===== config.mk =====
export PLATFORM = sky130hd
export DESIGN_NAME = cpu_control_unit_flat
export DESIGN_NICKNAME = d
export VERILOG_FILES = /design/src/rtl/cpu_control_unit_pkg.sv /design/src/rtl/cpu_control_unit_if.sv /design/src/rtl/cpu_control_unit_opcode_decode.sv /design/src/rtl/cpu_control_unit.sv /design/src/flat_wrapper.sv
export SDC_FILE = /design/constraint.sdc
export NUM_CORES = 1
export LEC_CHECK = 0
export ABC_CLOCK_PERIOD_IN_PS = 2650
export CAP_MARGIN = 20
export CORE_MARGIN = 2
export CORE_UTILIZATION = 36
export DETAILED_ROUTE_END_ITERATION = 12
export GPL_TIMING_DRIVEN = 0
export PLACE_DENSITY_LB_ADDON = 0.3
export SETUP_SLACK_MARGIN = 0.05
export SLEW_MARGIN = 20
export SYNTH_ARGS = -nofsm -noshare
export SYNTH_HDL_FRONTEND = slang
export SYNTH_HIERARCHICAL = 1
export SYNTH_SLANG_ARGS = --single-unit

===== constraint.sdc =====
create_clock -name clk -period 2.65 [get_ports clk]
set_clock_uncertainty 0.1 [all_clocks]
set_input_delay 0.3975 -clock clk [delete_from_list [all_inputs] [get_ports clk]]
set_output_delay 0.3975 -clock clk [all_outputs]
set_load 0.05 [all_outputs]

===== src/rtl/cpu_control_unit_pkg.sv =====
// cpu_ctrl_pkg: shared constants for the hardwired control unit.
//   - T-state encodings (IDLE, T0..T6), 4 bits wide
//   - 5-bit opcode values for the R-format ALU instructions
//   - bit positions within the one-hot alu_op vector (bit0 = AND)
//   - IR field bit positions: op[31:27], Ra[26:23], Rb[22:19], Rc[18:15]
//   - reg_sel(): 4-bit register number to 16-bit one-hot select
package cpu_ctrl_pkg;

  typedef logic [3:0] state_t;

  localparam state_t IDLE = 4'd0;
  localparam state_t T0   = 4'd1;
  localparam state_t T1   = 4'd2;
  localparam state_t T2   = 4'd3;
  localparam state_t T3   = 4'd4;
  localparam state_t T4   = 4'd5;
  localparam state_t T5   = 4'd6;
  localparam state_t T6   = 4'd7;

  localparam logic [4:0] OP_ADD  = 5'b00011;
  localparam logic [4:0] OP_SUB  = 5'b00100;
  localparam logic [4:0] OP_SHR  = 5'b00101;
  localparam logic [4:0] OP_SHRA = 5'b00110;
  localparam logic [4:0] OP_SHL  = 5'b00111;
  localparam logic [4:0] OP_ROR  = 5'b01000;
  localparam logic [4:0] OP_ROL  = 5'b01001;
  localparam logic [4:0] OP_AND  = 5'b01010;
  localparam logic [4:0] OP_OR   = 5'b01011;
  localparam logic [4:0] OP_MUL  = 5'b01111;
  localparam logic [4:0] OP_DIV  = 5'b10000;
  localparam logic [4:0] OP_NEG  = 5'b10001;
  localparam logic [4:0] OP_NOT  = 5'b10010;

  localparam int unsigned ALU_W    = 13;
  localparam int unsigned ALU_AND  = 0;
  localparam int unsigned ALU_OR   = 1;
  localparam int unsigned ALU_ADD  = 2;
  localparam int unsigned ALU_SUB  = 3;
  localparam int unsigned ALU_MUL  = 4;
  localparam int unsigned ALU_DIV  = 5;
  localparam int unsigned ALU_SHR  = 6;
  localparam int unsigned ALU_SHRA = 7;
  localparam int unsigned ALU_SHL  = 8;
  localparam int unsigned ALU_ROR  = 9;
  localparam int unsigned ALU_ROL  = 10;
  localparam int unsigned ALU_NEG  = 11;
  localparam int unsigned ALU_NOT  = 12;

  localparam int unsigned OP_HI = 31;
  localparam int unsigned OP_LO = 27;
  localparam int unsigned RA_HI = 26;
  localparam int unsigned RA_LO = 23;
  localparam int unsigned RB_HI = 22;
  localparam int unsigned RB_LO = 19;
  localparam int unsigned RC_HI = 18;
  localparam int unsigned RC_LO = 15;

  function automatic logic [15:0] reg_sel(input logic [3:0] n);
    return 16'd1 << n;
  endfunction

endpackage


===== src/rtl/cpu_control_unit_if.sv =====
// cpu_control_unit_if: control-unit <-> datapath connection.
//   master (control unit): receives ir, mem_ready; drives Rout/Rin one-hot
//     register selects, the single-bit datapath strobes and one-hot alu_op.
//   slave (datapath): the mirror image.
interface cpu_control_unit_if;
  logic [31:0] ir;
  logic        mem_ready;
  logic [15:0] Rout;
  logic [15:0] Rin;
  logic        PCout, PCin, IncPC, MARin, MDRin, MDRout, IRin, Read;
  logic        Yin, Zin, Zlowout, Zhighout, HIin, LOin;
  logic [12:0] alu_op;

  modport master (
    input  ir, mem_ready,
    output Rout, Rin, PCout, PCin, IncPC, MARin, MDRin, MDRout, IRin, Read,
           Yin, Zin, Zlowout, Zhighout, HIin, LOin, alu_op
  );

  modport slave (
    output ir, mem_ready,
    input  Rout, Rin, PCout, PCin, IncPC, MARin, MDRin, MDRout, IRin, Read,
           Yin, Zin, Zlowout, Zhighout, HIin, LOin, alu_op
  );
endinterface


===== src/rtl/cpu_control_unit_opcode_decode.sv =====
// cpu_opcode_decode: combinational opcode classifier.
//   op         in  5   IR opcode field
//   alu_op     out 13  one-hot ALU operation (all zero when illegal)
//   is_unary   out 1   NEG / NOT (single source operand)
//   is_muldiv  out 1   MUL / DIV (64-bit result via HI/LO)
//   is_illegal out 1   opcode not in the instruction set
module cpu_opcode_decode
  import cpu_ctrl_pkg::*;
(
  input  logic [4:0]       op,
  output logic [ALU_W-1:0] alu_op,
  output logic             is_unary,
  output logic             is_muldiv,
  output logic             is_illegal
);

  always_comb begin
    alu_op     = '0;
    is_unary   = 1'b0;
    is_muldiv  = 1'b0;
    is_illegal = 1'b0;
    case (op)
      OP_ADD:  alu_op[ALU_ADD]  = 1'b1;
      OP_SUB:  alu_op[ALU_SUB]  = 1'b1;
      OP_SHR:  alu_op[ALU_SHR]  = 1'b1;
      OP_SHRA: alu_op[ALU_SHRA] = 1'b1;
      OP_SHL:  alu_op[ALU_SHL]  = 1'b1;
      OP_ROR:  alu_op[ALU_ROR]  = 1'b1;
      OP_ROL:  alu_op[ALU_ROL]  = 1'b1;
      OP_AND:  alu_op[ALU_AND]  = 1'b1;
      OP_OR:   alu_op[ALU_OR]   = 1'b1;
      OP_MUL: begin
        alu_op[ALU_MUL] = 1'b1;
        is_muldiv       = 1'b1;
      end
      OP_DIV: begin
        alu_op[ALU_DIV] = 1'b1;
        is_muldiv       = 1'b1;
      end
      OP_NEG: begin
        alu_op[ALU_NEG] = 1'b1;
        is_unary        = 1'b1;
      end
      OP_NOT: begin
        alu_op[ALU_NOT] = 1'b1;
        is_unary        = 1'b1;
      end
      default: is_illegal = 1'b1;
    endcase
  end

endmodule


===== src/rtl/cpu_control_unit.sv =====
// cpu_control_unit: hardwired Moore T-state sequencer for fetch and
// R-format ALU execution.
//   clk         in   rising-edge clock
//   reset       in   asynchronous active-low reset
//   step        in   (only with CPU_CONTROL_STEP_EN) single-step enable
//   run         in   keep executing; sampled in IDLE and at the end of T5/T6
//   bus         master modport of cpu_control_unit_if (ir, mem_ready in;
//               register selects, datapath strobes, alu_op out)
//   busy        out  FSM not in IDLE
//   illegal_op  out  high during T3 of an undecodable opcode
//   mem_err     out  one-cycle pulse on the IDLE cycle after a fetch timeout
// Parameter MEM_TIMEOUT (1..255): T1 cycles spent waiting on mem_ready
// before the fetch is abandoned.
// Define CPU_CONTROL_STEP_EN to add the step input: every transition other
// than reset and the T1 wait then also needs step=1; the timeout counter
// keeps running regardless.
module cpu_control_unit
  import cpu_ctrl_pkg::*;
#(
  parameter int unsigned MEM_TIMEOUT = 15
) (
  input  logic                     clk,
  input  logic                     reset,
`ifdef CPU_CONTROL_STEP_EN
  input  logic                     step,
`endif
  input  logic                     run,
  cpu_control_unit_if.master       bus,
  output logic                     busy,
  output logic                     illegal_op,
  output logic                     mem_err
);

  localparam logic [7:0] TMO_LAST = 8'(MEM_TIMEOUT - 1);

  state_t           state, state_nxt;
  logic [7:0]       wait_cnt, wait_cnt_nxt;
  logic             mem_err_nxt;
  logic             adv;
  logic [ALU_W-1:0] dec_alu_op;
  logic             is_unary, is_muldiv, is_illegal;
  logic [3:0]       ra, rb, rc;
  logic             unused_ir;

`ifdef CPU_CONTROL_STEP_EN
  assign adv = step;
`else
  assign adv = 1'b1;
`endif

  assign ra        = bus.ir[RA_HI:RA_LO];
  assign rb        = bus.ir[RB_HI:RB_LO];
  assign rc        = bus.ir[RC_HI:RC_LO];
  assign unused_ir = ^bus.ir[RC_LO-1:0];

  cpu_opcode_decode u_decode (
    .op         (bus.ir[OP_HI:OP_LO]),
    .alu_op     (dec_alu_op),
    .is_unary   (is_unary),
    .is_muldiv  (is_muldiv),
    .is_illegal (is_illegal)
  );

  always_comb begin
    state_nxt    = state;
    wait_cnt_nxt = wait_cnt;
    mem_err_nxt  = 1'b0;
    case (state)
      IDLE: if (run && adv) state_nxt = T0;
      T0:   if (adv) state_nxt = T1;
      T1: begin
        // mem_ready wins on the last wait cycle; at the limit with step
        // low the counter parks until the abort can be taken.
        if (bus.mem_ready && adv) begin
          state_nxt    = T2;
          wait_cnt_nxt = '0;
        end else if (wait_cnt == TMO_LAST) begin
          if (!bus.mem_ready && adv) begin
            state_nxt    = IDLE;
            wait_cnt_nxt = '0;
            mem_err_nxt  = 1'b1;
          end
        end else begin
          wait_cnt_nxt = wait_cnt + 8'd1;
        end
      end
      T2:   if (adv) state_nxt = T3;
      T3: begin
        if (adv) begin
          if (is_illegal)    state_nxt = IDLE;
          else if (is_unary) state_nxt = T5;
          else               state_nxt = T4;
        end
      end
      T4:   if (adv) state_nxt = T5;
      T5: begin
        if (adv) begin
          if (is_muldiv) state_nxt = T6;
          else           state_nxt = run ? T0 : IDLE;
        end
      end
      T6:   if (adv) state_nxt = run ? T0 : IDLE;
      default: state_nxt = IDLE;
    endcase
  end

  always_ff @(posedge clk or negedge reset) begin
    if (!reset) begin
      state    <= IDLE;
      wait_cnt <= '0;
      mem_err  <= 1'b0;
    end else begin
      state    <= state_nxt;
      wait_cnt <= wait_cnt_nxt;
      mem_err  <= mem_err_nxt;
    end
  end

  always_comb begin
    bus.Rout     = '0;
    bus.Rin      = '0;
    bus.alu_op   = '0;
    bus.PCout    = 1'b0;
    bus.PCin     = 1'b0;
    bus.IncPC    = 1'b0;
    bus.MARin    = 1'b0;
    bus.MDRin    = 1'b0;
    bus.MDRout   = 1'b0;
    bus.IRin     = 1'b0;
    bus.Read     = 1'b0;
    bus.Yin      = 1'b0;
    bus.Zin      = 1'b0;
    bus.Zlowout  = 1'b0;
    bus.Zhighout = 1'b0;
    bus.HIin     = 1'b0;
    bus.LOin     = 1'b0;
    illegal_op   = 1'b0;
    case (state)
      T0: begin
        bus.PCout = 1'b1;
        bus.MARin = 1'b1;
        bus.IncPC = 1'b1;
        bus.PCin  = 1'b1;
      end
      T1: begin
        bus.Read  = 1'b1;
        bus.MDRin = 1'b1;
      end
      T2: begin
        bus.MDRout = 1'b1;
        bus.IRin   = 1'b1;
      end
      T3: begin
        if (is_illegal) begin
          illegal_op = 1'b1;
        end else begin
          bus.Rout = reg_sel(rb);
          if (is_unary) begin
            bus.alu_op = dec_alu_op;
            bus.Zin    = 1'b1;
          end else begin
            bus.Yin = 1'b1;
          end
        end
      end
      T4: begin
        bus.Rout   = reg_sel(rc);
        bus.alu_op = dec_alu_op;
        bus.Zin    = 1'b1;
      end
      T5: begin
        bus.Zlowout = 1'b1;
        if (is_muldiv) bus.LOin = 1'b1;
        else           bus.Rin  = reg_sel(ra);
      end
      T6: begin
        bus.Zhighout = 1'b1;
        bus.HIin     = 1'b1;
      end
      default: ;
    endcase
  end

  assign busy = (state != IDLE);

endmodule


===== src/flat_wrapper.sv =====
// flat-port wrapper written by rule: the top's interface ports become plain ports
module cpu_control_unit_flat import cpu_ctrl_pkg::*;
#(
  parameter int unsigned MEM_TIMEOUT = 15
)
  (clk, reset, run, busy, illegal_op, mem_err, bus_ir, bus_mem_ready, bus_Rout, bus_Rin, bus_PCout, bus_PCin, bus_IncPC, bus_MARin, bus_MDRin, bus_MDRout, bus_IRin, bus_Read, bus_Yin, bus_Zin, bus_Zlowout, bus_Zhighout, bus_HIin, bus_LOin, bus_alu_op);
  cpu_control_unit_if bus_i ();
  input  logic clk;
  input  logic reset;
  input  logic run;
  output logic busy;
  output logic illegal_op;
  output logic mem_err;
  input wire logic [$bits(bus_i.ir)-1:0] bus_ir;
  input wire logic [$bits(bus_i.mem_ready)-1:0] bus_mem_ready;
  output wire logic [$bits(bus_i.Rout)-1:0] bus_Rout;
  output wire logic [$bits(bus_i.Rin)-1:0] bus_Rin;
  output wire logic [$bits(bus_i.PCout)-1:0] bus_PCout;
  output wire logic [$bits(bus_i.PCin)-1:0] bus_PCin;
  output wire logic [$bits(bus_i.IncPC)-1:0] bus_IncPC;
  output wire logic [$bits(bus_i.MARin)-1:0] bus_MARin;
  output wire logic [$bits(bus_i.MDRin)-1:0] bus_MDRin;
  output wire logic [$bits(bus_i.MDRout)-1:0] bus_MDRout;
  output wire logic [$bits(bus_i.IRin)-1:0] bus_IRin;
  output wire logic [$bits(bus_i.Read)-1:0] bus_Read;
  output wire logic [$bits(bus_i.Yin)-1:0] bus_Yin;
  output wire logic [$bits(bus_i.Zin)-1:0] bus_Zin;
  output wire logic [$bits(bus_i.Zlowout)-1:0] bus_Zlowout;
  output wire logic [$bits(bus_i.Zhighout)-1:0] bus_Zhighout;
  output wire logic [$bits(bus_i.HIin)-1:0] bus_HIin;
  output wire logic [$bits(bus_i.LOin)-1:0] bus_LOin;
  output wire logic [$bits(bus_i.alu_op)-1:0] bus_alu_op;
  assign bus_i.ir = bus_ir;
  assign bus_i.mem_ready = bus_mem_ready;
  assign bus_Rout = bus_i.Rout;
  assign bus_Rin = bus_i.Rin;
  assign bus_PCout = bus_i.PCout;
  assign bus_PCin = bus_i.PCin;
  assign bus_IncPC = bus_i.IncPC;
  assign bus_MARin = bus_i.MARin;
  assign bus_MDRin = bus_i.MDRin;
  assign bus_MDRout = bus_i.MDRout;
  assign bus_IRin = bus_i.IRin;
  assign bus_Read = bus_i.Read;
  assign bus_Yin = bus_i.Yin;
  assign bus_Zin = bus_i.Zin;
  assign bus_Zlowout = bus_i.Zlowout;
  assign bus_Zhighout = bus_i.Zhighout;
  assign bus_HIin = bus_i.HIin;
  assign bus_LOin = bus_i.LOin;
  assign bus_alu_op = bus_i.alu_op;
  cpu_control_unit #(.MEM_TIMEOUT(MEM_TIMEOUT)) u_core (.clk(clk), .reset(reset), .run(run), .bus(bus_i), .busy(busy), .illegal_op(illegal_op), .mem_err(mem_err));
endmodule

==> results of run 1 <==
==> sequential cells by signal, summed over array words and instances, names as in the netlist <==
name,count
u_core/state,3
u_core/mem_err,1
u_core/wait_cnt,8
==> logic make-up after synthesis <==
| kind of cell | count (synthesis) | synth area share [%] |
|---|---|---|
| simple gates | 125 | 47.12 |
| compound gates | 42 | 20.42 |
| buf+inv | 20 | 8.463 |
| flops | 12 | 20.94 |
| fa+ha+maj | 2 | 1.745 |
| xor+xnor | 1 | 0.6109 |
| mux | 1 | 0.6981 |
==> layout make-up <==
type | instances | area share (%)
timing repair buffer | 86 | 28.51
clock buffer | 4 | 2.315
sequential | 12 | 12.62
tap | 48 | 2.525
multi-input combinational | 171 | 48.82
inverter | 6 | 0.9469
buffer | 14 | 4.261
==> cells in the mapped netlist, drive strengths merged, types with 5 or more instances <==
cell type,count
nor2,33
nand2,22
nand2b,14
and2,13
dfrtp,12
buf,10
o22ai,10
nor3,8
a21oi,7
o21ai,7
inv,6
nor2b,6
o32ai,5
==> worst min path at each step <==
stage	slack, ns	to	cells after the start	startpoint
after floorplan	0.002	u_core/mem_err	0	reset
after global placement	0.41	u_core/wait_cnt[2]	1	u_core/wait_cnt[2]
after detailed placement	0.41	u_core/wait_cnt[2]	1	u_core/wait_cnt[2]
after CTS	0.42	u_core/wait_cnt[2]	1	u_core/wait_cnt[2]
after global routing	0.46	u_core/wait_cnt[3]	1	reset
final	0.40	u_core/wait_cnt[0]	1	reset
==> metal layers <==
| metal | vias to the layer above | GRT usage, % |
|---|---|---|
| li1 | 905 | - |
| met1 | 863 | 25.49 |
| met2 | 61 | 36.63 |
| met3 | 3 | 1.858 |
| met4 | 0 | 5.867 |
| met5 | - | 0 |
==> critical path: cells and delay by family <==
kind	cells	cell delay (ns)
buf+inv	3	0.43
compound gates	3	0.45
simple gates	4	0.82
==> power by group <==
group,leakage (nW),internal (mW),total [mW],switching [mW]
logic,0.928,0.372,1.07,0.701
registers,0.161,0.237,0.295,0.0573
clock network,0.0288,0.131,0.204,0.0723
==> repair_timing <==
item	in CTS	in global routing
pin swaps	4	4
endpoints found under the setup margin	60	54
buffers inserted	4	1
hold buffers	0	0
resized for setup	198	70
==> metrics by stage <==
stage / setup TNS [ns] / hold WS (ns) / setup slack (ns)
after CTS: 0 / 0.4165 / 0.03106
after global placement: -37.48 / 0.4069 / -1.140
final: 0 / 0.4043 / 0.05387
after detailed placement: -38.22 / 0.4081 / -1.157
after global routing: -0.05168 / 0.4554 / -0.02279
after floorplan: -1.201 / 0.001909 / -0.3812
==> impl_results.md, run 1 <==
* Max Cap Viol at 0
* IO Pins at 98
* Synth Area per Inst at 7.063 um^2
* F_max at 385.2 MHz
* CTS tree: built
* DP Area at 0.002394 mm^2
* Reg2reg path depth at 7
* Crit path from: bus_ir[27]
* Maximum clock path buffer count at 2
* Via/cell ratio at 5.372
* PwrDens at 660.3 mW/mm^2
* Largest net degree at the start of global routing at 13
* Htree depth at 1
* First-pass GRT wire length at 7.251 mm
* Crit Path Class: in2out
* Final setup fails at 0
* Synth Flop Type: dfrtp_1
* Crit path capture: bus_Rout[8]
* Design Area, Final at 0.002379 mm^2
* Status: finished, final reports clean
* Most frequent cells in the layout: nor2_1, buf_2, nand2_1, clkdlybuf4s50_1, clkbuf_2
* YS warnings at 6
* Most frequent CP cell: buf_6
* CORE AREA at 0.003744 mm^2
* Tcrit/Tclk final at 97.97%
* Final hold vios at 0
* Total number of vias at 1832
* CTS root buf: clkbuf_8
* Residual DRC count at 0
* Share of the synthesized area in the top cell type at 20.94%
* Core Util, Final at 63.54%
* Number of enable flip-flop cells after synthesis at 0
* Commonest non-fill, non-tap cell in the layout: nor2_1
* DR pass1 iterations at 4
* # diodes at 0
* Worst EP required at 2.15 ns
* Die height at 67.11 um
* Share of cells above drive strength 1 at 36.86%
* Setup slack, reg-to-reg at 0.83 ns
* Met2 routed WL at 2.343 mm
* First DRT Iteration DRCs at 98
* Crit-path max cell delay at 0.43 ns
* Leak at 1.118 nW
* Final WL at 4.593 mm
* Placer's final routability congestion estimate at 0.8184
* Top layer reached by signal wires: met4
* Asr flop ratio synth at 100.0%
* #FFs+latches synth at 12
* Vias in the first global route at 1605
* Top cells by area, synth: dfrtp_1, nor2_1, nand2b_1
* Final net count at 332
* # rows at 22
* Max Slew Vio Count at 0
* Post-Place Cells at 332
* Sink Count at 12
* Avg WL per Cell at 13.47 um
* Unique masters post-synth at 47
* DR WL met3 at 293 um
* Startpoint types: primary input
* Synth Net Count at 241
* Peak supply drop at 0.0004954 V
* Global Route Usage Sum at 20.32%
* Die W at 67.11 um
* Total design power at 1.571 mW
* Initial Util at 38.30%
* Critical path, cell by cell: buf_6 > nand2_4 > a21boi_1 > o22a_1 > nor4b_4 > buf_6 > nand2_4 > or4_4 > o21ai_2 > buf_6
* Critical path arrival at 2.10 ns
* Mapped cell area at 0.001434 mm^2
* Area occupied by multi-input gates at 0.001161 mm^2
* Slew @ Worst Pin at 0.5415 ns
* Finished Layout Cells at 341
* Clk pin slew, worst setup/hold paths at 0.06 ns
* RR Endpoint: u_core/wait_cnt[5]
* # fillers at 373
* Area delta synth->final at 65.88%
* Antenna violations before repair at 0
* Cell taking the most area after synthesis: dfrtp_1
* Slew HR at 63.79%
* Reg2Reg Launch Point: u_core/state[0]
* CTS buffer count at 3
* Die area at 0.004504 mm^2
* Register area share after synthesis at 20.94%
* Detail Route Antenna Nets at 0
* Hold WC Path Type: in2async
* HPWL after DPL at 3.472 mm
* CP Capture Type: output port
* RSZ-0062 raised after global routing: true
* CP Max Fanout at 5
* Fin crit period at 2.596 ns
* Slowest CP cell: or4_4
* Worst-skew pair later-pin latency at 0.25 ns
* Buffers added on ports at 81
* Mapped Cells at 203
* DRT met1 WL at 1.928 mm
* Overflow after GRT at 0
* FF+latch area at 300.3 um^2
No activity file was read; power rests on OpenSTA's default activity.
==> run 2: changes to the inputs <==
--- a/config.mk
+++ b/config.mk
@@ -16,5 +16,4 @@
 export SLEW_MARGIN = 20
 export SYNTH_ARGS = -nofsm -noshare
 export SYNTH_HDL_FRONTEND = slang
-export SYNTH_HIERARCHICAL = 1
 export SYNTH_SLANG_ARGS = --single-unit
==> impl_results.md, run 2 <==
* WP buf/inv at 2
* HPWL after DPL at 3.469 mm
* Die height at 67.69 um
* Top cells by area, synth: dfrtp_1, nor2_1, nand2_1
* Post-CTS Hold Fix Bufs at 0
* Vias in the first global route at 1505
* Worst EP required at 2.15 ns
* Synth Flop Type: dfrtp_1
* Share of the synthesized area in the top cell type at 20.57%
* Buffer count from post-CTS setup fixing at 0
* Startpoint types: primary input
* Critical path arrival at 2.04 ns
* CTS tree: built
* Largest net degree at the start of global routing at 13
* DR pass1 iterations at 4
* Most common cell in the synthesized netlist: nor2_1
* Leak at 1.084 nW
* CORE AREA at 0.003943 mm^2
* Share of cells above drive strength 1 at 38.04%
* CTS root buf: clkbuf_8
* Compound-Gate Fraction of Synth Area at 23.14%
* # rows at 23
* Clk pin slew, worst setup/hold paths at 0.06 ns
* Antenna violations before repair at 0
* Max Cap Viol at 0
* Asr flop ratio synth at 100.0%
* Final hold vios at 0
* Number of enable flip-flop cells after synthesis at 0
* Synth cell count leaders: nor2_1, nand2_1, nand2b_1, dfrtp_1, o21ai_0
* Top Registers: u_core.wait_cnt x8, u_core.state x3, u_core.mem_err x1
* Slowest CP cell: o21ai_4
* Mapped Cells at 193
* Setup slack at placement at -0.7768 ns
* Post-Place Cells at 322
* Mapped cell area at 0.001460 mm^2
* Die area at 0.004581 mm^2
* Htree depth at 1
* Total number of vias at 1700
* CP Max Fanout at 8
* Slew HR at 57.81%
* First DRT Iteration DRCs at 103
* Finished Layout Cells at 326
* Critical path's top delay family: compound AO/OA/AOI/OAI gates
* Tcrit/Tclk final at 95.68%
* Slew @ Worst Pin at 0.6329 ns
* Most frequent cells in the layout: nor2_1, nand2_1, buf_2, buf_4, clkdlybuf4s50_1
* Design Area, Final at 0.002320 mm^2
* Commonest non-fill, non-tap cell in the layout: nor2_1
* First-pass GRT wire length at 6.941 mm
* Status: finished, final reports clean
* Register area share after synthesis at 20.57%
* Via/cell ratio at 5.215
* Final setup fails at 0
* Placer's final routability congestion estimate at 0.8173
* Residual DRC count at 0
* Unique masters post-synth at 53
* Synth Area in Adders at 1.714%
* Detail Route Antenna Nets at 0
* Crit-path max cell delay at 0.33 ns
* Synth Net Count at 231
* XOR/XNOR Fraction of Synth Area at 1.799%
* # diodes at 0
* Buffers added on ports at 79
* CP Capture Type: output port
* Critical path, cell by cell: dlygate4sd2_1 > nand2_2 > a21oi_1 > o21ai_4 > nand4b_1 > o22ai_1 > buf_4
* Final net count at 315
* IO Pins at 98
* PwrDens at 623.1 mW/mm^2
* YS warnings at 0
* RSZ-0062 raised after global routing: true
* Hold WC Path Type: in2async
* Largest family of logic cells by synthesized area: simple AND/OR/NAND/NOR gates
* Maximum clock path buffer count at 2
* Initial Util at 37.04%
* Final WL at 4.537 mm
* Cell taking the most area after synthesis: dfrtp_1
* Overflow after GRT at 0
* Max Slew Vio Count at 0
* Area delta synth->final at 58.87%
* Sink Count at 12
* Post-synthesis mux area share at 0%
* Avg WL per Cell at 13.92 um
* Max reg flops at 8
* Synth Area per Inst at 7.566 um^2
* Die W at 67.69 um
* Crit Path Class: in2out
* Most flops, register: u_core.wait_cnt
* #FFs+latches synth at 12
* F_max at 394.4 MHz
* CTS buffer count at 3
* Peak supply drop at 0.0005512 V
* DP Area at 0.002390 mm^2
* Global Route Usage Sum at 19.60%
* Post-Synth Simple-Gate Area at 44.82%
* Worst-skew pair later-pin latency at 0.25 ns
* Fin worst setup slack at 0.1144 ns
* Core Util, Final at 58.84%
* Fin crit period at 2.536 ns
-- run 2: changes by cell type after synthesis, sizes merged, moves of 3 or more --
cell    previous run  this run
a21oi              7         2
a31oi              4         0
and2              13         0
nand3              4         7
nand4b             1         5
o21ai              7        13
o22ai             10         6
o31ai              0         8
or4                3         0
-- run 2: cell type report --
cell class / instances / area [um^2]
sequential: 12 / 300.3
fill: 374 / 1623
multi-input combinational: 160 / 1147
timing repair buffer: 79 / 638.1
clock buffer: 4 / 55.05
buffer: 14 / 90.09
inverter: 7 / 26.28
tap: 50 / 62.56
-- run 2: per-layer routing --
layer	share of wire, %	vias up	track usage [%]	routed length [um]
met5	0	-	0	0
met4	0.79	0	5.867	36
met3	6.2	4	2.833	281
met2	49	57	34.07	2243
met1	44	785	24.85	1975
li1	-	854	-	-
-- run 2: kinds of logic after synthesis --
| group | after synthesis |
|---|---|
| xor gates and xnor gates | 3 |
| and+or+nand+nor | 113 |
| adders and majority gates | 2 |
| AOI/OAI and AO/OA | 42 |
| DFF | 12 |
| buffers and inverters | 21 |
-- run 2: power breakdown --
part	internal (mW)	switching [mW]	leakage [nW]
sequential	0.232	0.0546	0.161
clock	0.132	0.0780	0.0288
combinational	0.323	0.627	0.895
total	0.686	0.759	1.08
-- run 2: through the flow --
stage	power, mW	TNS [ns]	hold slack (ns)
4_1_cts	1.452	0	0.4160
2_1_floorplan	0.9814	-4.172	0.001909
6_report	1.445	0	0.3867
5_1_grt	1.533	0	0.4386
3_3_place_gp	1.250	-25.87	0.4137
3_5_place_dp	1.262	-26.98	0.4177
-- run 2: worst register-to-register path, cell delays in order, from the launching register on --
cell and delay (ns):
dfrtp_1 0.36, buf_4 0.17, nor2_2 0.15, nand2_2 0.15, inv_2 0.16, o211ai_4 0.11, buf_4 0.19, o41ai_2 0.29
-- run 2: what timing repair did --
action,in CTS,in global routing
gates cloned,0,0
pin swaps,3,3
setup endpoints to repair,58,47
gates resized for setup,197,58
-- run 2: final timing paths --
check / startpoint / endpoint / slack [ns] / cells after the start
max: bus_ir[27] / bus_Rout[13] / 0.11 / 7
min: reset / u_core.wait_cnt[4] / 0.39 / 1
max reg2reg: u_core.state[2] / u_core.wait_cnt[5] / 0.86 / 7
min reg2reg: u_core.wait_cnt[3] / u_core.wait_cnt[3] / 0.43 / 1
max in group asynchronous: reset / u_core.wait_cnt[7] / 1.71 / 1
min in group clk: u_core.wait_cnt[3] / u_core.wait_cnt[3] / 0.43 / 1
